<file path="src/rtl/i2s_sample_sched.sv">
// i2s_sample_sched: codec power-up sequencer and once-per-frame requester mixer feeding an I2S transmitter.
// Optional macro SCHED_HOLD_LAST_EN: an underrun slot replays that requester's last accepted sample.
module i2s_sample_sched #(
    parameter int unsigned WIDTH          = 16,
    parameter int unsigned NREQ           = 4,
    parameter int unsigned STARTUP_CYCLES = 8388608,
    parameter int unsigned ZERO_FRAMES    = 10
) (
    input  logic                  clk,
    input  logic                  resetn,
    input  logic                  i_enable,
    input  logic                  i_frame_tick,
    input  logic [NREQ-1:0]       i_req_valid,
    input  logic [NREQ*WIDTH-1:0] i_req_data,
    output logic [NREQ-1:0]       o_req_ready,
    output logic [WIDTH-1:0]      o_sample,
    output logic                  o_mclk_en,
    output logic                  o_lr_en,
    output logic [2:0]            o_state,
    output logic [NREQ-1:0]       o_underrun
);
    localparam int unsigned AW = WIDTH + 3;
    localparam int unsigned CW = (STARTUP_CYCLES > 1) ? $clog2(STARTUP_CYCLES) : 1;
    localparam int unsigned FW = (ZERO_FRAMES > 1) ? $clog2(ZERO_FRAMES) : 1;
    localparam int unsigned SW = (NREQ > 1) ? $clog2(NREQ) : 1;

    typedef enum logic [2:0] {
        ST_OFF    = 3'd0,
        ST_CHARGE = 3'd1,
        ST_PRIME  = 3'd2,
        ST_RUN    = 3'd3,
        ST_MUTE   = 3'd4
    } state_t;

    state_t            state_q, state_d;
    logic [CW-1:0]     cnt_q, cnt_d;
    logic [FW-1:0]     fcnt_q, fcnt_d;
    logic              fetch_q, fetch_d;
    logic [SW-1:0]     slot_q, slot_d;
    logic [AW-1:0]     acc_q, acc_d;
    logic [WIDTH-1:0]  pending_q, pending_d;
    logic [WIDTH-1:0]  sample_q, sample_d;
    logic              mclk_q, mclk_d;
    logic              lr_q, lr_d;
    logic [NREQ-1:0]   ready_q, ready_d;
    logic [NREQ-1:0]   underrun_q, underrun_d;
    logic              start_fetch;
    logic              cur_valid;
    logic [WIDTH-1:0]  cur_data;
    logic [WIDTH-1:0]  contrib;
    logic [AW-1:0]     acc_sum;
`ifdef SCHED_HOLD_LAST_EN
    logic [WIDTH-1:0]  hold_q [NREQ];
    logic [WIDTH-1:0]  hold_d [NREQ];
    logic [WIDTH-1:0]  cur_hold;
`endif

    // Clamp the widened sum back into the signed WIDTH-bit range.
    function automatic logic [WIDTH-1:0] saturate(input logic [AW-1:0] a);
        if (a[AW-1:WIDTH-1] == {4{a[AW-1]}}) begin
            return a[WIDTH-1:0];
        end else if (a[AW-1]) begin
            return {1'b1, {(WIDTH-1){1'b0}}};
        end else begin
            return {1'b0, {(WIDTH-1){1'b1}}};
        end
    endfunction

    // Select the requester owning the current fetch slot.
    always_comb begin
        cur_valid = 1'b0;
        cur_data  = '0;
`ifdef SCHED_HOLD_LAST_EN
        cur_hold  = '0;
`endif
        for (int k = 0; k < NREQ; k++) begin
            if (slot_q == SW'(k)) begin
                cur_valid = i_req_valid[k];
                cur_data  = i_req_data[k*WIDTH +: WIDTH];
`ifdef SCHED_HOLD_LAST_EN
                cur_hold  = hold_q[k];
`endif
            end
        end
`ifdef SCHED_HOLD_LAST_EN
        contrib = cur_valid ? cur_data : cur_hold;
`else
        contrib = cur_valid ? cur_data : '0;
`endif
        acc_sum = acc_q + {{3{contrib[WIDTH-1]}}, contrib};
    end

    always_comb begin
        state_d     = state_q;
        cnt_d       = cnt_q;
        fcnt_d      = fcnt_q;
        fetch_d     = fetch_q;
        slot_d      = slot_q;
        acc_d       = acc_q;
        pending_d   = pending_q;
        sample_d    = sample_q;
        mclk_d      = mclk_q;
        lr_d        = lr_q;
        ready_d     = '0;
        underrun_d  = underrun_q;
        start_fetch = 1'b0;
`ifdef SCHED_HOLD_LAST_EN
        hold_d      = hold_q;
`endif
        unique case (state_q)
            ST_OFF: begin
                sample_d = '0;
                mclk_d   = 1'b0;
                lr_d     = 1'b0;
                fetch_d  = 1'b0;
                if (i_enable) begin
                    state_d    = ST_CHARGE;
                    cnt_d      = '0;
                    mclk_d     = 1'b1;
                    underrun_d = '0;
                end
            end
            ST_CHARGE: begin
                if (!i_enable) begin
                    state_d = ST_OFF;
                    mclk_d  = 1'b0;
                end else if (cnt_q == CW'(STARTUP_CYCLES - 1)) begin
                    state_d = ST_PRIME;
                    lr_d    = 1'b1;
                    fcnt_d  = '0;
                end else begin
                    cnt_d = cnt_q + CW'(1);
                end
            end
            ST_PRIME: begin
                pending_d = '0;
                if (i_frame_tick) sample_d = '0;
                if (!i_enable) begin
                    state_d = ST_MUTE;
                    fcnt_d  = '0;
                end else if (i_frame_tick) begin
                    if (fcnt_q == FW'(ZERO_FRAMES - 1)) begin
                        state_d     = ST_RUN;
                        start_fetch = 1'b1;
                    end else begin
                        fcnt_d = fcnt_q + FW'(1);
                    end
                end
            end
            ST_RUN: begin
                if (i_frame_tick) sample_d = pending_q;
                if (!i_enable) begin
                    state_d = ST_MUTE;
                    fcnt_d  = '0;
                    fetch_d = 1'b0;
                end else if (i_frame_tick) begin
                    start_fetch = 1'b1;
                end else if (fetch_q) begin
                    for (int k = 0; k < NREQ; k++) begin
                        if (slot_q == SW'(k)) begin
                            if (!cur_valid) underrun_d[k] = 1'b1;
`ifdef SCHED_HOLD_LAST_EN
                            else hold_d[k] = cur_data;
`endif
                        end
                    end
                    if (slot_q == SW'(NREQ - 1)) begin
                        fetch_d   = 1'b0;
                        pending_d = saturate(acc_sum);
                    end else begin
                        slot_d  = slot_q + SW'(1);
                        acc_d   = acc_sum;
                        ready_d = NREQ'(1) << (slot_q + SW'(1));
                    end
                end
            end
            ST_MUTE: begin
                if (i_enable) begin
                    state_d = ST_PRIME;
                    fcnt_d  = '0;
                    if (i_frame_tick) sample_d = '0;
                end else if (i_frame_tick) begin
                    sample_d = '0;
                    if (fcnt_q == FW'(ZERO_FRAMES - 1)) begin
                        state_d = ST_OFF;
                        mclk_d  = 1'b0;
                        lr_d    = 1'b0;
                    end else begin
                        fcnt_d = fcnt_q + FW'(1);
                    end
                end
            end
            default: state_d = ST_OFF;
        endcase
        // A tick always restarts the fetch from slot 0, discarding any partial sum.
        if (start_fetch) begin
            fetch_d = 1'b1;
            slot_d  = '0;
            acc_d   = '0;
            ready_d = NREQ'(1);
        end
    end

    always_ff @(posedge clk) begin
        if (!resetn) begin
            state_q    <= ST_OFF;
            cnt_q      <= '0;
            fcnt_q     <= '0;
            fetch_q    <= 1'b0;
            slot_q     <= '0;
            acc_q      <= '0;
            pending_q  <= '0;
            sample_q   <= '0;
            mclk_q     <= 1'b0;
            lr_q       <= 1'b0;
            ready_q    <= '0;
            underrun_q <= '0;
`ifdef SCHED_HOLD_LAST_EN
            for (int k = 0; k < NREQ; k++) hold_q[k] <= '0;
`endif
        end else begin
            state_q    <= state_d;
            cnt_q      <= cnt_d;
            fcnt_q     <= fcnt_d;
            fetch_q    <= fetch_d;
            slot_q     <= slot_d;
            acc_q      <= acc_d;
            pending_q  <= pending_d;
            sample_q   <= sample_d;
            mclk_q     <= mclk_d;
            lr_q       <= lr_d;
            ready_q    <= ready_d;
            underrun_q <= underrun_d;
`ifdef SCHED_HOLD_LAST_EN
            hold_q     <= hold_d;
`endif
        end
    end

    assign o_req_ready = ready_q;
    assign o_sample    = sample_q;
    assign o_mclk_en   = mclk_q;
    assign o_lr_en     = lr_q;
    assign o_state     = state_q;
    assign o_underrun  = underrun_q;

endmodule

</file>
<file path="config.mk">
export PLATFORM = sky130hd
export DESIGN_NAME = i2s_sample_sched
export DESIGN_NICKNAME = d
export VERILOG_FILES = /design/src/rtl/i2s_sample_sched.sv
export SDC_FILE = /design/constraint.sdc
export NUM_CORES = 1
export LEC_CHECK = 0
export CAP_MARGIN = 30
export CORE_MARGIN = 2
export CORE_UTILIZATION = 48
export DETAILED_ROUTE_END_ITERATION = 10
export PLACE_DENSITY = 0.77
export SLEW_MARGIN = 20
export SYNTH_ARGS = -nofsm -noshare
export SYNTH_HDL_FRONTEND = slang
export SYNTH_SLANG_ARGS = --single-unit
</file>
<file path="constraint.sdc">
create_clock -name clk -period 3.95 [get_ports clk]
set_clock_uncertainty 0.2 [all_clocks]
set_input_delay 0.79 -clock clk [delete_from_list [all_inputs] [get_ports clk]]
set_output_delay 0.79 -clock clk [all_outputs]
set_load 0.03 [all_outputs]
</file>
======== Yosys cells after proc, flatten, opt, wreduce, memory -nomap -nowiden ========
Index checks and enable logic that the tools add are counted.
storage, ports and cells
  input port bits ......................... 72
  register bits after elaboration ......... 94
  output and inout bits ................... 29
  logic and storage cells ................. 166
operators by class
  reductions and logical operators ........ 25
  equality and inequality tests ........... 35
  mux-type cells .......................... 79
  shifts and indexed selects .............. 1
  add/sub/neg operators ................... 4
  bitwise gates (word level) .............. 6
operators by type and width
  kind                   number
  $mux 16                13
  $mux 23                3
  $pmux 16 s3            1
  $pmux 23 s2            1
  $mux 4                 11
  $ne 2x2->1 const B     18
  $reduce_and 7->1       5
  $mux 1                 32
  $pmux 16 s2            1
  $mux 3                 10
  $add 23x1->23 const B  1
  $eq 23x23->1 const B   1
  $add 19x19->19         1
  $pmux 4 s4             1
  $ne 3x3->1 const B     5
  $pmux 3 s5             1
  $reduce_and 5->1       3
  $reduce_bool 3->1      3
  $pmux 4 s2             1
  $reduce_and 4->1       2
  $reduce_or 7->1        1
  $eq 3x2->1 const B     2
  $not 1->1              6
  $pmux 1 s3             2
  other kinds (20)       25

======== Depth between registers and ports, before layout ========
  depth after elaboration ................. 14
  depth in mapped cells ................... 23
  depth with buffers taken out ............ 21

======== Least setup slack after synthesis ========
OpenSTA, ideal clock, no wires.
  path kind ............................... register to register
  start ................................... reg slot_q[0]
  end ..................................... reg pending_q[14]
  path buffers ............................ 4
  stages on the path, launching flop included .. 21
  data arrival time ....................... 3.918 ns
  library setup time ...................... 0.122 ns
  slack ................................... -0.290 ns
  data required time ...................... 3.628 ns
  period minus slack after synthesis ...... 4.240 ns
  path through ............................ dfxtp_1 > ha_1 > clkbuf_1 > clkbuf_1 > clkbuf_1 > a21oi_1 > nor2_1 > a21oi_1 > nor2_1 > a21oi_1 > nor2_1 > ha_1 > a21oi_1 > o21ai_0 > a311oi_1 > o21ai_0 > o2111a_1 > or3_1 > nor3b_1 > buf_2 > a221o_1
on the way
  cells in the longest elaborated chain, start to end .. 14
  elaborated cells between the ends (all ways) .. 24
  classes of those cells .................. add/sub: 1; eq/ne: 5; mux: 16; reduce/logical: 2
RTL lines
  item                                            line    RTL
  from (decl)                                     39      logic [SW-1:0] slot_q, slot_d;
  from (signal assigned)                          226     slot_q <= slot_d;
  $logic_not 2->1                                 77      if (slot_q == SW'(k)) begin
  $mux 16 or $mux 1 (tied branches) (4 in a row)  77
  $mux 16                                         88      contrib = cur_valid ? cur_data : '0;
  $add 19x19->19                                  90      acc_sum = acc_q + {{3{contrib[WIDTH-1]}}, contrib};
  $eq 3x3->1 or $mux 16 (tied branches)           60, 62
  $mux 16                                         60      if (a[AW-1:WIDTH-1] == {4{a[AW-1]}}) begin
  $mux 16                                         167     if (slot_q == SW'(NREQ - 1)) begin
  $mux 16                                         158     end else if (fetch_q) begin
  $mux 16                                         156     end else if (i_frame_tick) begin
  $mux 16                                         152     if (!i_enable) begin
  $pmux 16 s2                                     110     unique case (state_q)
  to (signal assigned)                            228     pending_q <= pending_d;
  to (decl)                                       41      logic [WIDTH-1:0] pending_q, pending_d;
Several ways; a longest one is shown, not always the timed one. The select of a mux whose other input is x is not followed.
A chain may end at the register's enable or synchronous reset.

======== Worst setup path in the final report ========
  start ................................... in i_req_data[2]
  end ..................................... reg pending_q[4]
on the way
  cells in the longest elaborated chain, start to end .. 13
  elaborated cells between the ends (all ways) .. 14
  classes of those cells .................. add/sub: 1; eq/ne: 1; mux: 12
RTL lines
  item                                   line    RTL
  from (decl)                            14      input logic [NREQ*WIDTH-1:0] i_req_data,
  $mux 16 (*) (4 in a row)               77
  $mux 16 (*)                            88
  $add 19x19->19 (*)                     90
  $eq 3x3->1 or $mux 16 (tied branches)  60, 62
  $mux 16 (*)                            60
  $mux 16 (*)                            167
  $mux 16 (*)                            158
  $mux 16 (*)                            156
  $mux 16 (*)                            152
  $pmux 16 s2 (*)                        110
Every way passes the cells marked *; elsewhere a longest branch is shown, timed or not. The select of a mux whose other input is x is not followed.

==> results.md <==
* Routed via count at a little over 6,000
* Total congestion overflow at 0
* Fmax at 239 MHz
* CP Launch Type: input pin
* Post-synth EDFFs at 0
* CTS Buffer Depth at 2
* Clock power share at 42.7%
* Seq pwr share at 44.1%
* Critical path endpoint: pending_q[4]
* Pwr dens at approximately 270 nW/um2
* Slew margin rel. at 45.3%
* Placed inst area at 7260 um2
* Async SR Flop Fraction at 0%
* CTS tree: built
* Count leader, synth: nor2_1
* Net Sw Power at between 0.5 and 0.6 mW
* Period minus WS final at 4.18 ns
* Worst Hold Class: flip-flop to flip-flop
* Post-route cell area at around 8200 um2
* Fillers at between 800 and 900
* Final Max Slew Viols at 0
* Worst Reg2Reg Path Length in Cells at 21
* Nets at 1,022
* Ys flop type: dfxtp_1
* Comb pwr share at between 10% and 20%
* Sum Neg Setup Slack at -3.16 ns
* DRC Markers at 0
* Root buf cell: clkbuf_16
* Final non-filler cell total at 1,071
* Drt total wl at between 15,000 and 20,000 um
* # diodes at 0
* Worst Path Arrival at 4.21 ns
* Fin util at a little under three quarters
* Syn. warnings at 0
* R2r setup slk at -0.22 ns
* H-tree Lvls at 3
* First-pass GRT wire length at 27,500 um
* Yosys cell types at 58
* Hpwl dp at 12,500 um
* Peak supply drop at 0.000248 V
* Max_cap viols at 0
* Required time worst endpoint at about 4.0 ns
* RSZ-0062 raised after global routing: yes
* Port Buffer Count at 100
* Placed insts at between 1,000 and 1,500
* Crit Path Max Fanout at 6
* Synthesized area at 5500 um2
* Cell taking the most area after synthesis: dfxtp_1
* Initial drt markers at 464
* Starting Density at 48.6%
* Status: finished with violations
* Clock-pin slew on the worst setup and hold paths at ~0.060 ns
* Mean number of vias per cell at around 5.7
* Cts bufs inserted at 9
* Critical path startpoint: i_req_data[2]
* Sequential area share after synthesis at roughly a third
* Worst skew pair latency at 0.35 ns
* Initial antenna violation count at 0
* Reg-to-Reg End: pending_q[4]
* CP Capture Type: flip-flop
* Row Count at 39
* Die area at 12,300 um2
* Final worst setup slack at -0.225 ns
* Final hold violation count at 0
* Worst Tran Pin Value at about 0.8 ns
* Pleak at around 3.2 nW
* Synth top area cells: dfxtp_1 (34%), a21oi_1 (9.8%), nor2_1 (8.0%)
* Hold_ws at 0.249 ns
* Clock sink count at 94
* Setup-failing EPs final at 17
* Switching share of power at between 20 and 25%
* CP Class: input pin to flip-flop
* Top post-synthesis cells by count: nor2_1 (117), nand2_1 (110), a21oi_1 (108)
* Pint at roughly 1.6 mW
* Final period util at 106%
* GP Congestion at 0.947
* FF+latch count, synth at 94
* Mapped Cells at 744
* Total GRT Usage at 27.0%
* Largest net degree at the start of global routing at 27
* DRT Pass-1 Iters at 5
* Mapped Avg Cell Area at approximately 7.4 um2
* Synth top area share at 34.2%
* Die width at between 100 and 150 um
* Post-Syn Nets at 843
* Vias in the first global route at 5,868
* Die Y at 111 um
* R2R Path Start: slot_q[0]
* WL/cell at 16.2 um
* Failing checks: negative setup slack
* Area grow syn2layout at 48.1%
* Ratio of cells with drive above 1 in the final layout at 22.0%
* Hold-fix buffers, CTS at 0
* Number of I/O pins at 101
* Core box area at 11,300 um2
* Antenna viol nets, final at 0
[power by group through the flow]
stage / Combinational (mW) / Sequential [mW] / Clock (mW)
after floorplan: 0.108 / 0.982 / 0
after global placement: 0.248 / 0.976 / 0
after detailed placement: 0.252 / 0.976 / 0
after CTS: 0.258 / 0.955 / 0.932
after global routing: 0.306 / 0.955 / 0.967
final: 0.285 / 0.955 / 0.925
[cells by family after synthesis]
family | Yosys count | share of synthesized area (%)
adders and majority gates | 27 | 6.28
AOI/OAI and AO/OA | 199 | 22.3
buffers and inverters | 59 | 4.23
and+or+nand+nor | 327 | 26.5
DFF | 94 | 34.2
xor gates and xnor gates | 38 | 6.53
[worst max-delay path, stage by stage]
cell,delay [ns]
clkdlybuf4s50_1,0.42
nand2_2,0.06
nor2_1,0.04
a21oi_1,0.14
nor2_1,0.06
a21oi_1,0.12
nor2_1,0.06
a21oi_1,0.18
nor2_1,0.09
ha_1,0.33
nor2b_4,0.15
o2111a_2,0.29
o41ai_4,0.31
a21oi_2,0.15
a31oi_4,0.23
xor2_4,0.25
a21oi_4,0.10
buf_6,0.15
a221o_1,0.31
[state kept, by name (all words and copies together), names as in the netlist, 2 cells and up]
register,cells
slot_q,2
cnt_q,23
pending_q,16
o_underrun,4
o_sample,16
o_state,3
o_req_ready,4
acc_q,19
fcnt_q,4
[final cells by class]
| class | instances | area, um2 | share of cell area [%] |
|---|---|---|---|
| Timing Repair Buffer | 208 | 1880 | 23.0 |
| Sequential cell | 94 | 1890 | 23.2 |
| Multi-Input combinational cell | 591 | 3810 | 46.8 |
| Inverter | 19 | 75.1 | 0.921 |
| Clock buffer | 12 | 267 | 3.27 |
| Tap cell | 143 | 179 | 2.20 |
| Clock inverter | 4 | 53.8 | 0.660 |
[per-stage QoR]
step	power, mW	setup slack, ns
after floorplan	1.09	0.00749
after global placement	1.22	-0.623
after detailed placement	1.23	-0.795
after CTS	2.15	-0.188
after global routing	2.23	-0.412
final	2.16	-0.225
[cell usage in the layout (no fill, tap or decap), types with 7 or more instances in the layout]
cell	netlist	layout
a21oi_2	3	11
xnor2_1	19	16
buf_6	1	12
nand3_1	32	31
buf_4	0	93
xor2_1	17	17
a221o_1	12	12
inv_1	18	14
nand4_1	13	13
nor3_1	14	13
ha_1	26	18
nor2_2	1	7
clkdlybuf4s50_1	0	95
nand2_1	110	107
a21oi_1	108	96
o21ai_0	26	19
nor2_1	117	110
o21ai_1	4	8
dfxtp_1	94	92
clkbuf_16	0	9
[routing by layer]
| layer | routed length, um | GRT usage, % | vias to the layer above |
|---|---|---|---|
| li1 | - | - | 2981 |
| met1 | 7220 | 32.7 | 2853 |
| met2 | 8650 | 48.6 | 252 |
| met3 | 1080 | 5.14 | 32 |
| met4 | 392 | 7.82 | 0 |
| met5 | 0 | 0 | - |
[worst min-delay path by stage]
| stage | start | end | cells after the start |
|---|---|---|---|
| floorplan | fcnt_q[3] | fcnt_q[3] | 1 |
| global placement | o_underrun[2] | o_underrun[2] | 2 |
| detailed placement | o_underrun[1] | o_underrun[1] | 2 |
| CTS | o_underrun[2] | o_underrun[2] | 2 |
| global route | o_sample[5] | o_sample[5] | 2 |
| finish | o_sample[5] | o_sample[5] | 2 |
[what timing repair did]
action / CTS / global route
pin swaps: 16 / 31
setup endpoints to repair: 19 / 20
setup buffers: 12 / 8
gates cloned: 2 / 0
hold endpoints to repair: 0 / 0
resized for setup: 41 / 57
Note: power is estimated with default switching activity, not from simulation.
